File: config.mk
export PLATFORM = sky130hd
export DESIGN_NAME = irq_ctrl_flat
export DESIGN_NICKNAME = d
export VERILOG_FILES = /design/src/rtl/irq_ctrl_if.sv /design/src/rtl/irq_ctrl.sv /design/src/flat_wrapper.sv
export SDC_FILE = /design/constraint.sdc
export NUM_CORES = 1
export LEC_CHECK = 0
export ABC_AREA = 0
export BUFFER_PORTS_ARGS = -buffer_cell sky130_fd_sc_hd__buf_4
export CAP_MARGIN = 20
export CORE_AREA = 5 5 77 79
export DETAILED_ROUTE_END_ITERATION = 8
export DIE_AREA = 0 0 82 84
export PLACE_DENSITY = 0.72
export SYNTH_ARGS = -nofsm -noshare
export SYNTH_HDL_FRONTEND = slang
export SYNTH_SLANG_ARGS = --single-unit
File: constraint.sdc
create_clock -name clk -period 1.6 [get_ports clk]
set_clock_uncertainty 0.2 [all_clocks]
set_input_delay 0.08 -clock clk [delete_from_list [all_inputs] [get_ports clk]]
set_output_delay 0.08 -clock clk [all_outputs]
set_load 0.02 [all_outputs]
File: src/rtl/irq_ctrl_if.sv
// Bridge register port plus the CPU interrupt request/acknowledge handshake.
// The controller is the slave; the bus/CPU side is the master.
interface irq_ctrl_if;
    logic        sel;
    logic        we;
    logic [1:0]  addr;
    logic [31:0] din;
    logic [31:0] dout;
    logic        int_ack;
    logic [5:0]  hw_int;
    logic        int_req;

    modport master (
        output sel, we, addr, din, int_ack,
        input  dout, hw_int, int_req
    );

    modport slave (
        input  sel, we, addr, din, int_ack,
        output dout, hw_int, int_req
    );
endinterface

File: src/rtl/irq_ctrl.sv
// Six-line interrupt controller: latch, mask, prioritise (lowest index wins) and
// present one request at a time to the CPU, with ack / end-of-interrupt sequencing.
module irq_ctrl #(
    parameter int N_SRC = 6
) (
    input  logic             clk,
    input  logic             reset,
    input  logic [N_SRC-1:0] irq_in,
    irq_ctrl_if.slave        bus
);

    typedef enum logic [1:0] {
        IDLE    = 2'd0,
        REQ     = 2'd1,
        SERVICE = 2'd2
    } state_t;

    state_t           state_q, state_d;
    logic [2:0]       cur_id_q, cur_id_d;
    logic [N_SRC-1:0] irq_q, irq_d;
    logic [N_SRC-1:0] pend_q, pend_d;
    logic [N_SRC-1:0] mask_q, mask_d;
    logic [N_SRC-1:0] mode_q, mode_d;

    logic [N_SRC-1:0] rise;
    logic [N_SRC-1:0] eligible;
    logic [N_SRC-1:0] cur_onehot;
    logic [N_SRC-1:0] pend_clr;
    logic [2:0]       lowest_id;
    logic             wr;
    logic             pend_wr;
    logic             eoi_wr;
    logic             ack_hit;
    logic             unused_din;

    assign wr      = bus.sel & bus.we;
    assign pend_wr = wr & (bus.addr == 2'd0);
    assign eoi_wr  = wr & (bus.addr == 2'd3);
    assign ack_hit = bus.int_ack & (state_q == REQ);

    assign irq_d      = irq_in;
    assign rise       = irq_in & ~irq_q;
    assign eligible   = pend_q & mask_q;
    assign cur_onehot = N_SRC'(1) << cur_id_q;
    assign unused_din = ^bus.din[31:N_SRC];

    // Edge bits: a new rise always survives a same-cycle clear; level bits just follow the line.
    for (genvar gi = 0; gi < N_SRC; gi++) begin : g_pend
        assign pend_clr[gi] = (pend_wr & bus.din[gi]) | (ack_hit & (cur_id_q == 3'(gi)));
        assign pend_d[gi]   = mode_q[gi] ? (rise[gi] | (pend_q[gi] & ~pend_clr[gi]))
                                         : irq_in[gi];
    end

    assign mask_d = (wr && bus.addr == 2'd1) ? bus.din[N_SRC-1:0] : mask_q;
    assign mode_d = (wr && bus.addr == 2'd2) ? bus.din[N_SRC-1:0] : mode_q;

    always_comb begin
        lowest_id = '0;
        for (int i = N_SRC - 1; i >= 0; i--) begin
            if (eligible[i]) begin
                lowest_id = 3'(i);
            end
        end
    end

    always_comb begin
        state_d  = state_q;
        cur_id_d = cur_id_q;
        case (state_q)
            IDLE: begin
                if (|eligible) begin
                    cur_id_d = lowest_id;
                    state_d  = REQ;
                end
            end
            REQ: begin
                if (bus.int_ack) begin
                    state_d = SERVICE;
                end else if ((eligible & cur_onehot) == '0) begin
                    state_d = IDLE;
                end
            end
            SERVICE: begin
                if (eoi_wr) begin
                    state_d = IDLE;
                end
            end
            default: state_d = IDLE;
        endcase
    end

    always_ff @(posedge clk) begin
        if (!reset) begin
            state_q  <= IDLE;
            cur_id_q <= '0;
            irq_q    <= '0;
            pend_q   <= '0;
            mask_q   <= '0;
            mode_q   <= '0;
        end else begin
            state_q  <= state_d;
            cur_id_q <= cur_id_d;
            irq_q    <= irq_d;
            pend_q   <= pend_d;
            mask_q   <= mask_d;
            mode_q   <= mode_d;
        end
    end

    // Outputs decode registered state only, so they cannot glitch.
    assign bus.hw_int  = (state_q == REQ) ? cur_onehot : '0;
    assign bus.int_req = (state_q == REQ);

    always_comb begin
        bus.dout = '0;
        case (bus.addr)
            2'd0: bus.dout[N_SRC-1:0] = pend_q;
            2'd1: bus.dout[N_SRC-1:0] = mask_q;
            2'd2: bus.dout[N_SRC-1:0] = mode_q;
            2'd3: bus.dout = {22'b0, state_q == SERVICE, state_q == REQ, 5'b0, cur_id_q};
            default: bus.dout = '0;
        endcase
    end

endmodule

File: src/flat_wrapper.sv
// flat-port wrapper written by rule: the top's interface ports become plain ports
module irq_ctrl_flat 
#(
    parameter int N_SRC = 6
)
  (clk, reset, irq_in, bus_sel, bus_we, bus_addr, bus_din, bus_int_ack, bus_dout, bus_hw_int, bus_int_req);
  irq_ctrl_if bus_i ();
  input  logic clk;
  input  logic reset;
  input  logic [N_SRC-1:0] irq_in;
  input wire logic [$bits(bus_i.sel)-1:0] bus_sel;
  input wire logic [$bits(bus_i.we)-1:0] bus_we;
  input wire logic [$bits(bus_i.addr)-1:0] bus_addr;
  input wire logic [$bits(bus_i.din)-1:0] bus_din;
  input wire logic [$bits(bus_i.int_ack)-1:0] bus_int_ack;
  output wire logic [$bits(bus_i.dout)-1:0] bus_dout;
  output wire logic [$bits(bus_i.hw_int)-1:0] bus_hw_int;
  output wire logic [$bits(bus_i.int_req)-1:0] bus_int_req;
  assign bus_i.sel = bus_sel;
  assign bus_i.we = bus_we;
  assign bus_i.addr = bus_addr;
  assign bus_i.din = bus_din;
  assign bus_i.int_ack = bus_int_ack;
  assign bus_dout = bus_i.dout;
  assign bus_hw_int = bus_i.hw_int;
  assign bus_int_req = bus_i.int_req;
  irq_ctrl #(.N_SRC(N_SRC)) u_core (.clk(clk), .reset(reset), .irq_in(irq_in), .bus(bus_i));
endmodule
After elaboration in Yosys (flattened, before gate mapping)
Cells that the tools add are included.
{ "op_classes": {"eq_ne": 13, "n_shift": 1, "mux": 20, "n_bitwise": 44, "n_reduce_logical": 9} }
{ "ops": {"columns": ["op", "n"], "rows": [
  ["$pmux 6 s4", 1],
  ["$and 1x1->1", 22],
  ["$and 6x6->6", 3],
  ["$mux 3", 6],
  ["$or 1x1->1", 12],
  ["$mux 2", 4],
  ["$eq 2x2->1 const B", 3],
  ["$eq 3x2->1 const B", 2],
  ["$eq 3x3->1 const B", 2],
  ["$logic_not 6->1", 1],
  ["$mux 1", 6],
  ["$mux 6", 1],
  ["$not 1->1", 6],
  ["$not 6->6", 1],
  ["$pmux 2 s3", 1],
  ["$reduce_or 6->1", 1],
  ["$shl 1x3->6 const A", 1],
  ["$eq 2x1->1 const B", 2],
  ["$logic_not 2->1", 2],
  ["$mux 4", 1],
  ["$ne 2x1->1 const B", 2],
  ["$eq 3x1->1 const B", 1],
  ["$logic_not 3->1", 1],
  ["$ne 3x2->1 const B", 1],
  ["3 further kinds", 4]
]} }
{ "word_totals": {"register_bits": 29, "inputBits": 45, "output_inout_bits": 39, "word_cells": 93} }

Depth between registers and ports, before layout
Gate-level depths: netlist of the first run.
{ "depth": {"ltp_word": 8, "ltp_mapped": 5, "depth_no_buf": 4} }

Least setup slack after synthesis of the first run
Ideal clock, no wire load.
{ "synth_path": {"path_type": "reg2reg", "from": "reg u_core.state_q[0]", "to": "reg u_core.pend_q[2]", "setup_ns": 0.114, "arrival_ns": 1.397, "slack_ns": -0.111, "stages_incl_launch_ff": 6, "synth_period_minus_slack_ns": 1.711, "cell_sequence": "dfxtp_1 -> buf_6 -> nand2b_4 -> nor4b_2 -> a221oi_1 -> a21o_1"} }
{ "synth_between": {"elab_chain_cells": 8} }
{ "synth_lines": {"columns": ["element", "line", "source"], "rows": [
  ["from (decl)", "irq_ctrl.sv:18", "state_t state_q, state_d;"],
  ["from (signal assigned)", "irq_ctrl.sv:101", "state_q <= state_d;"],
  ["$eq 2x1->1", "irq_ctrl.sv:39", "assign ack_hit = bus.int_ack & (state_q == REQ);"],
  ["$and 1x1->1", "irq_ctrl.sv:39", null],
  ["$and 1x1->1", "irq_ctrl.sv:49", "assign pend_clr[gi] = (pend_wr & bus.din[gi]) | (ack_hit & (cur_id_q == 3'(gi)));"],
  ["$or 1x1->1", "irq_ctrl.sv:49", null],
  ["$not 1->1", "irq_ctrl.sv:50", "assign pend_d[gi] = mode_q[gi] ? (rise[gi] | (pend_q[gi] & ~pend_clr[gi]))"],
  ["$and 1x1->1", "irq_ctrl.sv:50", null],
  ["$or 1x1->1", "irq_ctrl.sv:50", null],
  ["$mux 1", "irq_ctrl.sv:50", null],
  ["to (signal assigned)", "irq_ctrl.sv:104", "pend_q <= pend_d;"],
  ["to (decl)", "irq_ctrl.sv:21", "logic [N_SRC-1:0] pend_q, pend_d;"]
]} }
Every way passes these cells.
A chain may end at the register's enable or synchronous reset.

Worst setup path in the final report of the first run
{ "layout_path": {"from": "reg u_core.cur_id_q[2]", "to": "out bus_dout[2]"} }
{ "layout_between": {"elab_chain_cells": 1} }
{ "layout_lines": {"columns": ["element", "line", "source"], "rows": [
  ["from (decl)", "irq_ctrl.sv:19", "logic [2:0] cur_id_q, cur_id_d;"],
  ["from (signal assigned)", "irq_ctrl.sv:102", "cur_id_q <= cur_id_d;"],
  ["$pmux 6 s4", "irq_ctrl.sv:116", "case (bus.addr)"],
  ["to (decl)", "flat_wrapper.sv:16", "output wire logic [$bits(bus_i.dout)-1:0] bus_dout;"]
]} }
Every way passes these cells.

==> reports/metrics.csv, run 1 <==
stage;metric;value;unit
run_status;outcome;finished with violations;
run_status;failing_checks;setup timing;
critical_path;endpoint_kind;output pin;
floorplanning;row_count;27;
sta;finalHoldWorstSlack;60.7;ps
synth;yosys.area.top_type;dfxtp_1;
critical_path;timing.rr.start;u_core.cur_id_q[0]$_SDFFE_PN0P_;
synth;yosysSeqAreaShare;33.4;%
sta;fin_setup_tns;-94.6;ps
synth;synthCells;190;
cells_and_area;final_core_density;45.0;%
critical_path;timing.reg2reg.worst_path_depth;5;
critical_path;startpoint_type_of_the_worst_setup_path;register;
placement;hpwlAfterDp;3.14;mm
synth;synthDominantCellAreaShare;33.4;%
sta;period_share;104;%
clocking;clock-sinks;29;
synth;mappedNetlistArea;1740;um2
clocking;cts.clk_slew.worst_paths;60;ps
critical_path;cp_data_arrival_time;1390;ps
detailed_routing;drt-total-wl;4.47;mm
detailed_routing;detailedRoute.firstPassIterationCount;6;
synth;yosysWarnings;0;
sta;layout_setup_ws;-69.4;ps
placement;postPlaceCellArea;2000;um2
sta;worst-slew-pin-transition;506;ps
cells_and_area;area_delta_synth_final;36.5;%
sta;final_period_minus_worst_setup_slack;1670;ps
pwr;cell_pwr_density;685;nW/um2
clocking;cts-root-to-sink-buffers;2;
critical_path;crit_type;reg2out;
detailed_routing;detail_route.vias_per_cell;4.82;
sta;report.final.hold_viol_count;0;
placement;place_ws;-48.3;ps
placement;gp_congestion;0.883;
synth;yosysUniqueCellTypes;46;
pwr;irDropWorstVdd;0.000342;V
hold_path;worst_hold_startpoint;bus_we;
detailed_routing;first_iter_violations;92;
clocking;cts.htree.levels;2;
floorplanning;floorplan.initialDensity;33.0;%
floorplanning;floorplan.io_pins;84;
synth;ys_seq_elements;29;
grt;grt_antenna_before_repair;0;
floorplanning;coreArea;5270;um2
floorplanning;dieWidth;82;um
placement;io_buffers;33;
hold_path;min_delay_worst_endpoint;u_core.state_q[1]$_SDFFE_PN0P_;
pwr;report.power.total;1.62;mW
floorplanning;die_span_y;84;um
synth;synth_edf_count;0;
cells_and_area;inserted_diodes;0;
sta;timing.max_slew.rel_slack;66.2;%
grt;grt_start_max_net_pins;17;
clocking;cts_tree;yes;
synth;syn-mean-instance-area;9.14;um2
detailed_routing;drtAntennaViolNets;0;
pwr;power.static_leakage;1.09;nW
cells_and_area;stdcell_count;329;
grt;grt.overflow.total;0;
flow_run;max_cap_violations;0;
sta;slew_violations;0;
clocking;worstSkewPairLatency;280;ps
critical_path;reg_to_reg_end;u_core.state_q[0]$_SDFFE_PN0P_;
detailed_routing;route.detailed.wl_per_inst;13.6;um
critical_path;register_to_register_path_setup_slack;50;ps
grt;grt_first_pass_wirelength;7.19;mm
sta;finalSetupViolCount;2;
cells_and_area;finalInstanceArea;2370;um2
critical_path;worst_ep_required_time;1320;ps
clocking;cts_inserted_buffers;5;
cells_and_area;drive_above_1_share;28.4;%
floorplanning;overall_die_area;6890;um2
grt;tot_gr_track_use;13.6;%
detailed_routing;drc;0;
hold_path;worst_hold_path.num_cells;4;
placement;placedCellCount;295;
sta;rsz0062_at_grt;true;
cells_and_area;design.final.nets;301;
sta;max_freq;599;MHz
clocking;clock_tree.root_cell;clkbuf_8;
critical_path;timing.critical_path.fanout_max;4;
detailed_routing;dr_total_vias;1586;
hold_path;worstHoldPathType;in2reg;
synth;synth_top_cells_by_area;dfxtp_1 33%, buf_4 11%, mux2i_1 9.2%;
synth;async_reset_ff_share;0;%
synth;synth_ff_type;dfxtp_1;
grt;first_global_vias;1537;
[synthesized netlist by cell type (3+ instances only)]
cell type	count
nor2_1	18
a221oi_1	3
and3_1	4
and2_1	6
mux2i_1	16
nand2_1	20
dfxtp_1	29
nand3_1	5
nand4_1	6
a21o_1	3
buf_6	3
inv_1	3
buf_2	3
a21oi_1	3
a22o_1	3
nor3_1	3
o21ai_0	3
buf_4	25
[worst max-delay path: stages, from the launching register on]
cell and delay (ps):
dfxtp_4 350, buf_6 120, mux4_2 490, buf_6 150
[how the worst max path moves through the flow]
stage                                     from                              to  slack, ps  cells after the start
2_1_floorplan   u_core.state_q[0]$_SDFFE_PN0P_                   bus_hw_int[4]         10                      5
3_3_place_gp   u_core.cur_id_q[0]$_SDFFE_PN0P_  u_core.state_q[0]$_SDFFE_PN0P_        -30                      4
3_5_place_dp   u_core.cur_id_q[0]$_SDFFE_PN0P_  u_core.state_q[0]$_SDFFE_PN0P_        -50                      4
5_1_grt        u_core.cur_id_q[2]$_SDFFE_PN0P_                     bus_dout[2]       -100                      3
6_report       u_core.cur_id_q[2]$_SDFFE_PN0P_                     bus_dout[2]        -70                      3
4_1_cts        u_core.cur_id_q[2]$_SDFFE_PN0P_                     bus_dout[2]        -90                      3
[where the power goes]
group	switching (mW)	internal, mW
Combinational	0.161	0.126
Sequential	0.0211	0.746
Clock	0.261	0.308
[cells in the final DEF, fill, tap and decap left out, types with 2 or more instances in the layout]
cell type / instances
buf_4: 42
dfxtp_1: 26
conb_1: 24
nand2_1: 20
dlygate4sd3_1: 19
nor2_1: 18
mux2i_1: 16
buf_6: 7
and2_1: 6
nand4_1: 6
nand3_1: 5
clkbuf_8: 5
and3_1: 4
o21ai_0: 3
mux4_2: 3
a22o_1: 3
a21oi_1: 3
a221oi_1: 3
a21o_1: 3
clkbuf_1: 3
nor2b_1: 2
nand2b_1: 2
nor3_4: 2
inv_1: 2
nor3b_1: 2
nand3_2: 2
a32o_1: 2
dfxtp_4: 2
[repair_timing]
action | 4_1_cts | 5_1_grt
hold buffers | 19 | 0
setup endpoints to repair | 9 | 11
gates cloned | 0 | 0
buffers inserted | 5 | 3
resized for setup | 11 | 7
pin swaps | 2 | 3
hold endpoints to repair | 27 | 0
[final cells by class]
type / count / area, um2
tap: 72 / 90.1
multi-input combinational: 149 / 1010
clock buffer: 8 / 80.1
timing repair buffer: 68 / 584
inverter: 3 / 13.8
fill: 523 / 2900
sequential: 29 / 589
[kinds of logic (layout without fill, tap and decap cells)]
group | after synthesis | in the layout | synth area share [%]
and+or+nand+nor | 78 | 78 | 25.3
buffers and inverters | 35 | 79 | 14.5
DFF | 29 | 29 | 33.4
AOI/OAI and AO/OA | 28 | 28 | 13.3
muxes | 19 | 19 | 13.3
other | 1 | 24 | 0.216
[layer usage]
layer	track usage (%)	routed length [um]	vias up
li1	-	-	767
met1	16.1	1860	750
met2	22.6	2250	59
met3	2.92	281	10
met4	6.34	80	0
met5	0	0	-
[state kept, by name, indices dropped and copies added (netlist names)]
register         flops
u_core.irq_q         6
u_core.state_q       2
u_core.mode_q        6
u_core.mask_q        6
u_core.pend_q        6
u_core.cur_id_q      3
No activity file was read; power rests on OpenSTA's default activity.
==> run 2, diff against run 1 <==
HOLD_SLACK_MARGIN = 0.15   (was not set)
==> reports/metrics.csv, run 2 (synthesized netlist as in run 1, its figures left out) <==
stage;metric;value;unit;change
run_status;outcome;finished with violations;;unchanged
run_status;failing_checks;setup timing;;unchanged
placement;place_ws;-48.3;ps;unchanged
pwr;power.static_leakage;1.10;nW;was 1.09 nW
cells_and_area;most-common-layout-cells;44 x buf_4, 26 x dfxtp_1, 24 x conb_1, 21 x dlygate4sd3_1, 20 x nand2_1;;was 42 x buf_4, 26 x dfxtp_1, 24 x conb_1, 20 x nand2_1, 19 x dlygate4sd3_1
cells_and_area;inserted_diodes;0;;unchanged
grt;grt_first_pass_wirelength;7.45;mm;was 7.19 mm
cells_and_area;drive_above_1_share;28.8;%;was 28.4%
placement;io_buffers;33;;unchanged
grt;grt_start_max_net_pins;16;;was 17
clocking;clock-sinks;29;;unchanged
cells_and_area;final_common_cell;buf_4;;unchanged
critical_path;cp_num_buf_inv;2;;unchanged
detailed_routing;detail_route.vias_per_cell;4.85;;was 4.82
placement;hpwlAfterDp;3.14;mm;unchanged
critical_path;cp_data_arrival_time;1400;ps;was 1390 ps
floorplanning;coreArea;5270;um2;unchanged
floorplanning;overall_die_area;6890;um2;unchanged
sta;slew_violations;0;;unchanged
hold_path;worstHoldPathType;in2reg;;unchanged
flow_run;max_cap_violations;0;;unchanged
critical_path;crit_type;reg2out;;unchanged
floorplanning;die_span_y;84;um;unchanged
detailed_routing;route.detailed.wl_per_inst;14.1;um;was 13.6 um
sta;fin_setup_tns;-106;ps;was -94.6 ps
grt;grt_antenna_before_repair;0;;unchanged
floorplanning;dieWidth;82;um;unchanged
placement;gp_congestion;0.883;;unchanged
detailed_routing;drtAntennaViolNets;0;;unchanged
floorplanning;floorplan.initialDensity;33.0;%;unchanged
detailed_routing;drc;0;;unchanged
critical_path;worstPathCellList;buf_6 -> mux4_2 -> buf_6;;unchanged
sta;period_share;105;%;was 104%
grt;tot_gr_track_use;14.1;%;was 13.6%
critical_path;critical-path-top-cell-by-count;buf_6;;unchanged
grt;grt.overflow.total;0;;unchanged
critical_path;timing.critical_path.fanout_max;4;;unchanged
grt;first_global_vias;1600;;was 1,537
detailed_routing;detailedRoute.firstPassIterationCount;4;;was 6
detailed_routing;first_iter_violations;119;;was 92
clocking;cts-root-to-sink-buffers;2;;unchanged
critical_path;worst_ep_required_time;1320;ps;about the same
clocking;clock_tree.root_cell;clkbuf_8;;unchanged
sta;final_period_minus_worst_setup_slack;1680;ps;was 1670 ps
clocking;cts_inserted_buffers;5;;unchanged
critical_path;biggest_cell_delay_along_the_critical_path;490;ps;about the same
sta;report.final.hold_viol_count;0;;unchanged
cells_and_area;area_delta_synth_final;38.2;%;was 36.5%
critical_path;endpoint_kind;output pin;;unchanged
detailed_routing;dr_total_vias;1611;;was 1,586
pwr;irDropWorstVdd;0.000359;V;was 0.000342 V
critical_path;critical-path-top-delay-family;multiplexers;;unchanged
sta;timing.max_slew.rel_slack;66.7;%;was 66.2%
sta;layout_setup_ws;-78.4;ps;was -69.4 ps
sta;worst-slew-pin-transition;500;ps;was 506 ps
floorplanning;row_count;27;;unchanged
detailed_routing;drt-total-wl;4.69;mm;was 4.47 mm
critical_path;startpoint_type_of_the_worst_setup_path;register;;unchanged
cells_and_area;design.final.nets;304;;was 301
clocking;cts.clk_slew.worst_paths;60;ps;about the same
clocking;cts_tree;yes;;unchanged
clocking;worstSkewPairLatency;290;ps;was 280 ps
critical_path;slowest_stage;mux4_2;;unchanged
clocking;cts.htree.levels;2;;unchanged
sta;max_freq;596;MHz;was 599 MHz
sta;finalSetupViolCount;2;;unchanged
floorplanning;floorplan.io_pins;84;;unchanged
cells_and_area;final.fill_count;517;;was 523
sta;rsz0062_at_grt;true;;unchanged
pwr;cell_pwr_density;681;nW/um2;was 685 nW/um2
[run 2: cell count changes in the layout (fill, tap and decap cells not counted), sizes merged]
cell and delta:
dlygate4sd3 +2, buf +1
[run 2: cell type report]
class / count / area (um2) / area share (%)
multi-input cells: 149 / 1020 / 42.4
inverters: 3 / 13.8 / 0.574
flip-flops and latches: 29 / 589 / 24.6
well taps: 72 / 90.1 / 3.75
repair buffers: 71 / 608 / 25.3
clock buffers: 8 / 80.1 / 3.34
[run 2: repair_timing]
action / 4_1_cts / 5_1_grt
hold endpoints to repair: 27 / 12
pin swaps: 2 / 4
endpoints found under the setup margin: 9 / 14
setup buffers: 5 / 4
gates resized for setup: 11 / 7
hold buffers: 26 / 1
[run 2: routing by layer]
| metal | track usage [%] | vias to the layer above | wire [um] |
|---|---|---|---|
| met5 | 0 | - | 0 |
| met4 | 6.19 | 0 | 83 |
| met1 | 16.2 | 765 | 1880 |
| met2 | 24.3 | 61 | 2420 |
| li1 | - | 773 | - |
| met3 | 3.24 | 12 | 309 |
[run 2: path summary, 6_finish.rpt]
kind                               endpoint  slack (ps)  depth (start not counted)                       startpoint
min reg2reg     u_core.pend_q[2]$_SDFF_PN0_         270                          2       u_core.irq_q[2]$_SDFF_PN0_
max                             bus_dout[2]         -80                          3  u_core.cur_id_q[2]$_SDFFE_PN0P_
min           u_core.mode_q[5]$_SDFFE_PN0P_         120                          3                            reset
max reg2reg  u_core.state_q[0]$_SDFFE_PN0P_          50                          5  u_core.cur_id_q[0]$_SDFFE_PN0P_
[run 2: stage by stage]
step           power [mW]  cell area (um2)  cells  hold WS, ps  utilization (%)
2_1_floorplan       0.983             1830    213        -26.0                -
3_3_place_gp         1.02             2000    295          114             37.9
3_5_place_dp         1.02             2000    295          116             37.9
4_1_cts              1.65             2390    333          185             45.3
5_1_grt              1.71             2400    332          176             45.5
6_report             1.64             2400    332          117             45.5
[run 2: report_power, final]
group	internal [mW]	leakage [nW]	switching, mW
registers	0.746	0.240	0.0211
clock network	0.308	0.0395	0.266
logic	0.130	0.817	0.165
total	1.18	1.10	0.452
[run 2: tightest hold or removal path: stages]
cell and delay, ps:
buf_4 110, inv_1 220, nor2_1 160
